## config.mk

```make
export PLATFORM = sky130hd
export DESIGN_NAME = onehot_grant_decoder
export DESIGN_NICKNAME = d
export VERILOG_FILES = /design/src/rtl/onehot_grant_decoder.sv
export SDC_FILE = /design/constraint.sdc
export NUM_CORES = 1
export LEC_CHECK = 0
export BUFFER_PORTS_ARGS = -buffer_cell sky130_fd_sc_hd__buf_2
export CAP_MARGIN = 10
export CORE_ASPECT_RATIO = 0.8
export CORE_MARGIN = 2
export CORE_UTILIZATION = 50
export DETAILED_ROUTE_END_ITERATION = 12
export GPL_TIMING_DRIVEN = 0
export HOLD_SLACK_MARGIN = 0.08
export PLACE_DENSITY = 0.81
export SETUP_SLACK_MARGIN = 0.2
export SLEW_MARGIN = 10
export SYNTH_ARGS = -nofsm -noshare
export SYNTH_HDL_FRONTEND = slang
export SYNTH_SLANG_ARGS = --single-unit
```

## constraint.sdc

```tcl
create_clock -name clk -period 4.67 [get_ports clk]
set_input_delay 0.934 -clock clk [delete_from_list [all_inputs] [get_ports clk]]
set_output_delay 0.934 -clock clk [all_outputs]
set_load 0.05 [all_outputs]
```

## src/rtl/onehot_grant_decoder.sv

```systemverilog
// One-hot grant decoder: turns an encoded request (code + valid) into a registered
// one-hot grant. Each grant is held for HOLD_CYCLES cycles and is followed by a one-cycle done gap.
module onehot_grant_decoder #(
    parameter int unsigned HOLD_CYCLES = 3,
    parameter int unsigned CNT_W       = 4
) (
    input  logic       clk,
    input  logic       reset,
    input  logic [1:0] in_code,
    input  logic       in_valid,
    output logic       in_ready,
    output logic [3:0] grant,
    output logic       grant_valid,
    output logic       busy,
    output logic       done
);

    typedef enum logic [1:0] {
        S_IDLE,
        S_GRANT,
        S_GAP
    } state_e;

    localparam logic [CNT_W-1:0] CNT_LOAD = CNT_W'(HOLD_CYCLES - 1);

    state_e           state_q, state_d;
    logic [3:0]       grant_q, grant_d;
    logic             grant_valid_q, grant_valid_d;
    logic             busy_q, busy_d;
    logic             done_q, done_d;
    logic [CNT_W-1:0] cnt_q, cnt_d;
    logic             pend_valid_q, pend_valid_d;
    logic [1:0]       pend_code_q, pend_code_d;
    logic             accept;

    function automatic logic [3:0] decode(input logic [1:0] code);
        return 4'b0001 << code;
    endfunction

    assign in_ready = ~pend_valid_q;
    assign accept   = in_valid & in_ready;

    always_ff @(posedge clk) begin
        if (reset) begin
            state_q       <= S_IDLE;
            grant_q       <= '0;
            grant_valid_q <= 1'b0;
            busy_q        <= 1'b0;
            done_q        <= 1'b0;
            cnt_q         <= '0;
            pend_valid_q  <= 1'b0;
            pend_code_q   <= '0;
        end else begin
            state_q       <= state_d;
            grant_q       <= grant_d;
            grant_valid_q <= grant_valid_d;
            busy_q        <= busy_d;
            done_q        <= done_d;
            cnt_q         <= cnt_d;
            pend_valid_q  <= pend_valid_d;
            pend_code_q   <= pend_code_d;
        end
    end

    always_comb begin
        state_d = state_q;
        case (state_q)
            S_IDLE:  if (accept) state_d = S_GRANT;
            S_GRANT: if (cnt_q == '0) state_d = S_GAP;
            S_GAP:   state_d = (pend_valid_q || accept) ? S_GRANT : S_IDLE;
            default: state_d = S_IDLE;
        endcase
    end

    // A pending request always wins in GAP; in_ready is low then, so no new accept can collide.
    always_comb begin
        grant_d      = grant_q;
        cnt_d        = cnt_q;
        done_d       = 1'b0;
        pend_valid_d = pend_valid_q;
        pend_code_d  = pend_code_q;
        case (state_q)
            S_IDLE: begin
                if (accept) begin
                    grant_d = decode(in_code);
                    cnt_d   = CNT_LOAD;
                end
            end
            S_GRANT: begin
                if (accept) begin
                    pend_valid_d = 1'b1;
                    pend_code_d  = in_code;
                end
                if (cnt_q != '0) begin
                    cnt_d = cnt_q - CNT_W'(1);
                end else begin
                    grant_d = '0;
                    done_d  = 1'b1;
                end
            end
            S_GAP: begin
                if (pend_valid_q) begin
                    grant_d      = decode(pend_code_q);
                    pend_valid_d = 1'b0;
                    cnt_d        = CNT_LOAD;
                end else if (accept) begin
                    grant_d = decode(in_code);
                    cnt_d   = CNT_LOAD;
                end
            end
            default: begin
                grant_d = '0;
            end
        endcase
        grant_valid_d = |grant_d;
        busy_d        = (state_d != S_IDLE);
    end

    assign grant       = grant_q;
    assign grant_valid = grant_valid_q;
    assign busy        = busy_q;
    assign done        = done_q;

endmodule
```

Yosys cells after proc, flatten, opt, wreduce, memory -nomap -nowiden:

Cells that the tools add are included.
Widths: inputs -> output; s select.

* bits in registers: 16
* bits of input ports: 5
* word-level logic and storage cells: 45
* output and inout bits: 8

* equal/unequal tests: 4
* reduce and logical (&&, ||, !) cells: 12
* shifts and indexed selects: 2
* add/sub/neg operators: 1
* bitwise operators: 3
* mux-type cells: 15

Operators by type and width (count)
* $mux 4: 6
* $pmux 4 s3: 2
* $shl 1x2->4 const A: 2
* $pmux 2 s3: 1
* $reduce_and 2->1: 3
* $logic_not 4->1: 1
* $mux 2: 2
* $ne 2x2->1 const B: 2
* $reduce_bool 2->1: 2
* $reduce_bool 4->1: 1
* $reduce_or 4->1: 1
* $sub 4x1->4 const B: 1
* $mux 1: 3
* $reduce_bool 3->1: 1
* $eq 2x1->1 const B: 1
* $eq 2x2->1 const B: 1
* $logic_not 2->1: 1
* $not 1->1: 2
* $pmux 1 s2: 1
* $reduce_or 2->1: 1
* $and 1x1->1: 1
* $logic_or 1x1->1: 1

Depth between registers and ports, before layout:

Gate-level depths: netlist of run 1.

* word-level depth: 6
* depth in mapped cells: 6
* depth with buffers taken out: 6

Worst setup path before layout of run 1:

OpenSTA, ideal clock, no wires.

* path type: input -> register
* start point: input reset
* end point: register cnt_q[0]
* library setup time: 87 ps
* slack: 2950 ps
* stages: 4
* required time: 4583 ps
* arrival time: 1633 ps
* path through: buf_2 -> nand3b_1 -> or3_1 -> o31ai_1

RTL lines
* from (decl): RTL line 8 `input logic reset,`
* to (signal assigned): RTL line 59 `cnt_q <= cnt_d;`
* to (decl): RTL line 31 `logic [CNT_W-1:0] cnt_q, cnt_d;`

Worst setup path after layout of run 1:

* start point: register pend_valid_q
* end point: output in_ready

* word-level cells in the longest chain between the ends: 1

Ends and longest elaborated chain
* from (decl): RTL line 32 `logic pend_valid_q, pend_valid_d;`
* from (signal assigned): RTL line 60 `pend_valid_q <= pend_valid_d;`
* $not 1->1: RTL line 40 `assign in_ready = ~pend_valid_q;`
* to (decl): RTL line 11 `output logic in_ready,`

No other way between the ends.

==> results of run 1 <==
[layout make-up]
type	instances	area, um^2	share of cell area, %
buffer	2	10.0	0.995
tap	22	27.5	2.74
inverter	10	37.5	3.73
timing repair buffer	12	60.1	5.97
sequential	16	320	31.8
multi-input combinational	76	514	51.1
clock buffer	4	36.3	3.61
[per-stage QoR]
stage | utilization (%) | cell area [um^2] | hold slack [ps]
global route | 61.2 | 1010 | 519
detailed placement | 59.0 | 970 | 478
CTS | 61.2 | 1010 | 492
floorplan | - | 882 | 445
global placement | 59.0 | 970 | 463
finish | 61.2 | 1010 | 486
[power breakdown]
group          total (mW)  leakage (nW)  internal [mW]  switching, mW
clock network      0.0960        0.0210         0.0477         0.0483
logic               0.291         0.265          0.103          0.188
registers           0.189         0.131          0.166         0.0232
total               0.576         0.417          0.316          0.260
[metal layers]
layer,share of wire (%),vias to the layer above,track usage [%]
met4,1.7,0,6.49
met1,45,388,27.2
li1,-,410,-
met3,7.2,4,6.47
met5,0,-,0
met2,46,26,33.2
[worst reg2reg max path, delay by kind of cell (launching register included)]
kind                     cells  cell delay, ps
adder cells (fa/ha/maj)      1             290
buffers and inverters        1             100
AND/OR/NAND/NOR              3             660
flip-flops                   1             450
AO/OA/AOI/OAI                1             200
[cells in the final DEF, fill, tap and decap left out, types with 2 or more instances in the layout]
cell type	synthesis	layout
clkbuf_4	0	3
dfxtp_1	16	16
o21ai_0	11	11
nand3_1	5	5
o32ai_1	4	4
nor2b_1	3	3
and2b_2	2	2
buf_2	2	14
a22o_1	4	4
or3_1	4	4
nor3b_1	2	2
ha_1	5	5
nand2_1	6	6
inv_1	10	10
a21oi_1	7	7
nand2b_1	3	3
nor2_1	2	2
[logic make-up (layout without fill, tap and decap cells)]
| group | Yosys count | in the layout | share of synthesized area (%) |
|---|---|---|---|
| compound gates | 35 | 35 | 26.1 |
| flops | 16 | 16 | 36.3 |
| simple gates | 35 | 35 | 24.0 |
| mux | 1 | 1 | 1.13 |
| fa+ha+maj | 5 | 5 | 7.09 |
| buf+inv | 12 | 28 | 5.39 |
[registers in the layout (all words and copies together) (netlist names)]
register,count
cnt_q,4
grant,4
pend_code_q,2
state_q,2
busy,1
done,1
grant_valid,1
pend_valid_q,1
[worst paths after layout]
kind | from | to | slack, ps
setup / recovery | pend_valid_q | in_ready | 2640
hold / removal | pend_code_q[0] | pend_code_q[0] | 490
setup reg to reg | state_q[0] | cnt_q[0] | 2900
hold reg to reg | pend_code_q[0] | pend_code_q[0] | 490
==> impl_metrics.toml, run 1 <==
[outcome]
status = "finished clean"

[floorplanning]
fp.dieW_um = 51.0
initial_core_util_pct = 53.7
num_rows = 13
core_area_um2 = 1640
die_h_um = 41.6
pin_count = 13
die_area_um2 = 2120

[global_routing]
grt_overflow = 0
globalRouteTotalUtil_pct = 21.0
grt_pass1_vias = 737
grt_antenna_before_repair = 0
grt_max_degree = 11
grt_pass1_wl_um = 3340

[final_layout]
drive_above_1_share_pct = 19.2
fill_cells = 152
final_nets = 131
syn_to_final_growth_pct = 14.0
fin_cells = 142
num_antenna_cells = 0

[yosys]
seq_area_frac_synth_pct = 36.3
yosysMostFrequentCell = "dfxtp_1"
ys_warn_count = 0
synth_top_flop_cell = "dfxtp_1"
yosys.area.top_type = "dfxtp_1"
synthTopCellsByCount = "dfxtp_1, o21ai_0, inv_1"
synth-seq-cells = 16
synth_area_per_cell_um2 = 8.48
synth.cell_area_um2 = 882
synth_area_leaders = "dfxtp_1, ha_1, o21ai_0"
syn_nets = 114
synth_edf_count = 0
async_flop_share_pct = 0
synth_cell_types = 34
synthDominantCellAreaShare_pct = 36.3
syn_inst = 104

[worst_setup_path]
worstPathCellList = "inv_1 > buf_2"
cp.depth = 2
crit_type = "flip-flop to primary output"
cp_slowest_cell = "dfxtp_1"
cp-start-kind = "flip-flop"
reg2reg_depth = 6
cp_data_arrival_time_ps = 1100
crit_buf_inv = 2
end_kind = "primary output"
cp.required_ps = 3740
cp_top_family = "flip-flops"
crit_path_max_fanout = 9
crit_path_max_incr_delay_ps = 460

[timing]
worst_pin_slew_ps = 427
setup_slack_ps = 2640
slew_headroom_pct = 71.3
finalSetupViolCount = 0
drv_slew = 0
rsz0062_at_grt = "no"
skew_ps = 4.99
hold_viol = 0
fin_tns_setup_ps = 0
min_period_ps = 2030
fmax_mhz = 493
period_share_pct = 43.5

[run]
drv_cap = 0

[drt]
drt_iter0_drc = 23
vias = 828
dr.pass1.iters = 4
routed_wirelength_um = 2030
wl_per_cell_um = 14.3
vias_per_cell = 5.83
drcViolationCount = 0
postRouteAntennaNets = 0

[placement]
numPlacedInstances = 138
numPortBuffers = 12
gp_congestion = 0.836
dpl_worst_slack_ps = 2630
hpwl_um = 1570

[hold_path]
hold_depth = 2
hold_class = "flip-flop to flip-flop"

[clock_tree]
insertion_delay_ps = 300
tritoncts = "built"
numCtsBuffers = 3
cts.sinks = 16
cts.hold.buffers_added = 0
htreeDepth = 1
clk_path_buf_depth = 2
cts_resized = 0
cts_root_buf = "clkbuf_4"
post_cts_buffers = 0
clk_pin_slew_worst_paths_ps = 100

[pwr]
power_mw = 0.576
cellPowerDensity_nw_per_um2 = 572
ir_worst_vdd_mv = 0.354
leakage_nw = 0.417
No activity file was read; power rests on OpenSTA's default activity.
==> run 2, diff against run 1 <==
--- a/config.mk
+++ b/config.mk
@@ -9,11 +9,11 @@
 export CAP_MARGIN = 10
 export CORE_ASPECT_RATIO = 0.8
 export CORE_MARGIN = 2
-export CORE_UTILIZATION = 50
+export CORE_UTILIZATION = 49
 export DETAILED_ROUTE_END_ITERATION = 12
 export GPL_TIMING_DRIVEN = 0
 export HOLD_SLACK_MARGIN = 0.08
-export PLACE_DENSITY = 0.81
+export PLACE_DENSITY = 0.83
 export SETUP_SLACK_MARGIN = 0.2
 export SLEW_MARGIN = 10
 export SYNTH_ARGS = -nofsm -noshare
==> constraint.sdc (replaced) <==
create_clock -name clk -period 1.8 [get_ports clk]
set_input_delay 0.36 -clock clk [delete_from_list [all_inputs] [get_ports clk]]
set_output_delay 0.36 -clock clk [all_outputs]
set_load 0.05 [all_outputs]
==> impl_metrics.toml, run 2 (synthesis results as in run 1) <==
[floorplanning]
die_h_um = 42.0
num_rows = 13
pin_count = 13
fp.dieW_um = 51.4
die_area_um2 = 2160
initial_core_util_pct = 53.2
core_area_um2 = 1660

[worst_setup_path]
crit_type = "flip-flop to flip-flop"
crit_path_max_fanout = 5
cp-start-kind = "flip-flop"
reg2reg_from = "state_q[1]"
r2r_end = "cnt_q[0]"
end_kind = "flip-flop"
r2r_slack_ps = 270
reg2reg_depth = 6
cp_data_arrival_time_ps = 1740
cp.required_ps = 2000

[pwr]
leakage_nw = 0.416
switching_share_pct = 43.6
power.switching_mw = 0.689
p_int_mw = 0.893
ir_worst_vdd_mv = 0.872
cellPowerDensity_nw_per_um2 = 1500
combPwrFrac_pct = 53.1
clkPwrFrac_pct = 14.9
pwr-share-seq_pct = 32.0

[final_layout]
final_nets = 131
layout_common_cells = "buf_2, dfxtp_1, o21ai_0"
stdcell_area_um2 = 1050
drive_above_1_share_pct = 27.5
syn_to_final_growth_pct = 19.4
num_antenna_cells = 0

[clock_tree]
tritoncts = "built"
cts.sinks = 16
cts_root_buf = "clkbuf_4"
post_cts_buffers = 0
clk_pin_slew_worst_paths_ps = 90
insertion_delay_ps = 290
htreeDepth = 1
clk_path_buf_depth = 2
numCtsBuffers = 3

[placement]
gp_congestion = 0.815
numPortBuffers = 12
place_area_um2 = 970
hpwl_um = 1330

[timing]
period_share_pct = 85.2
fmax_mhz = 652
finalSetupViolCount = 0
slew_headroom_pct = 79.6
fin_tns_setup_ps = 0
skew_ps = 2.15
hold_viol = 0
rsz0062_at_grt = "no"
drv_slew = 0
min_period_ps = 1530
worst_pin_slew_ps = 304

[outcome]
status = "finished clean"

[global_routing]
grt_overflow = 0
grt_pass1_vias = 708
grt_antenna_before_repair = 0
globalRouteTotalUtil_pct = 19.8
grt_max_degree = 11
grt_pass1_wl_um = 3180

[drt]
drt_iter0_drc = 29
postRouteAntennaNets = 0
routed_wirelength_um = 1980
drcViolationCount = 0
vias = 823
vias_per_cell = 5.80
dr.pass1.iters = 4
wl_per_cell_um = 13.9

[hold_path]
hold-path-endpoint = "pend_code_q[1]"
hold_depth = 3
min_from = "in_code[1]"
hold_class = "input port to flip-flop"

[run]
drv_cap = 0
[run 2: cell counts in the layout (fill, tap and decap cells not counted)]
Identical to the previous run, type by type.
[run 2: critical path, stage by stage, from the launching register on]
cell,delay [ps]
dfxtp_4,390
inv_1,90
ha_2,210
or3_4,380
nand2_2,120
nor2_1,70
o31ai_1,200
[run 2: routing by layer]
metal  global-route usage (%)  up-vias  routed length [um]
li1                         -      408                   -
met1                     26.7      386                 937
met2                     29.0       25                 889
met3                     7.19        4                 126
met4                     6.84        0                  22
met5                        0        -                   0
[run 2: power by group through the flow]
| stage | registers [mW] | logic, mW | clock network, mW |
|---|---|---|---|
| 6_report | 0.506 | 0.839 | 0.236 |
| 5_1_grt | 0.515 | 0.922 | 0.257 |
| 4_1_cts | 0.493 | 0.755 | 0.244 |
| 3_5_place_dp | 0.498 | 0.721 | 0 |
| 3_3_place_gp | 0.491 | 0.711 | 0 |
| 2_1_floorplan | 0.600 | 0.467 | 0 |
[run 2: final cells by class]
type                            count  area [um^2]
Timing Repair Buffer               12         60.1
Fill cell                         154          606
Clock buffer                        4         36.3
Inverter                           10         37.5
Buffer                              2         10.0
Sequential cell                    16          328
Tap cell                           22         27.5
Multi-Input combinational cell     76          554
[run 2: how the worst max path moves through the flow]
stage | start | to | slack (ps) | depth (start not counted)
after floorplan | state_q[0] | cnt_q[0] | 310 | 6
final | state_q[1] | cnt_q[0] | 270 | 6
after global placement | state_q[0] | cnt_q[0] | 130 | 6
after global routing | cnt_q[0] | grant[2] | 200 | 6
after CTS | state_q[0] | cnt_q[0] | 220 | 6
after detailed placement | state_q[0] | cnt_q[0] | 80 | 6
[run 2: what timing repair did]
action	CTS	global route
setup endpoints to repair	8	7
resized for setup	4	10
hold buffers	0	0
[run 2: per-stage QoR]
stage | util [%] | worst slack, ps | power [mW] | hold slack, ps | std cells
after floorplan | - | 307 | 1.07 | 445 | 104
after global placement | 58.4 | 134 | 1.20 | 462 | 138
after detailed placement | 58.4 | 83.6 | 1.22 | 465 | 138
after CTS | 61.1 | 217 | 1.49 | 348 | 142
after global routing | 63.5 | 200 | 1.69 | 360 | 142
final | 63.5 | 267 | 1.58 | 354 | 142
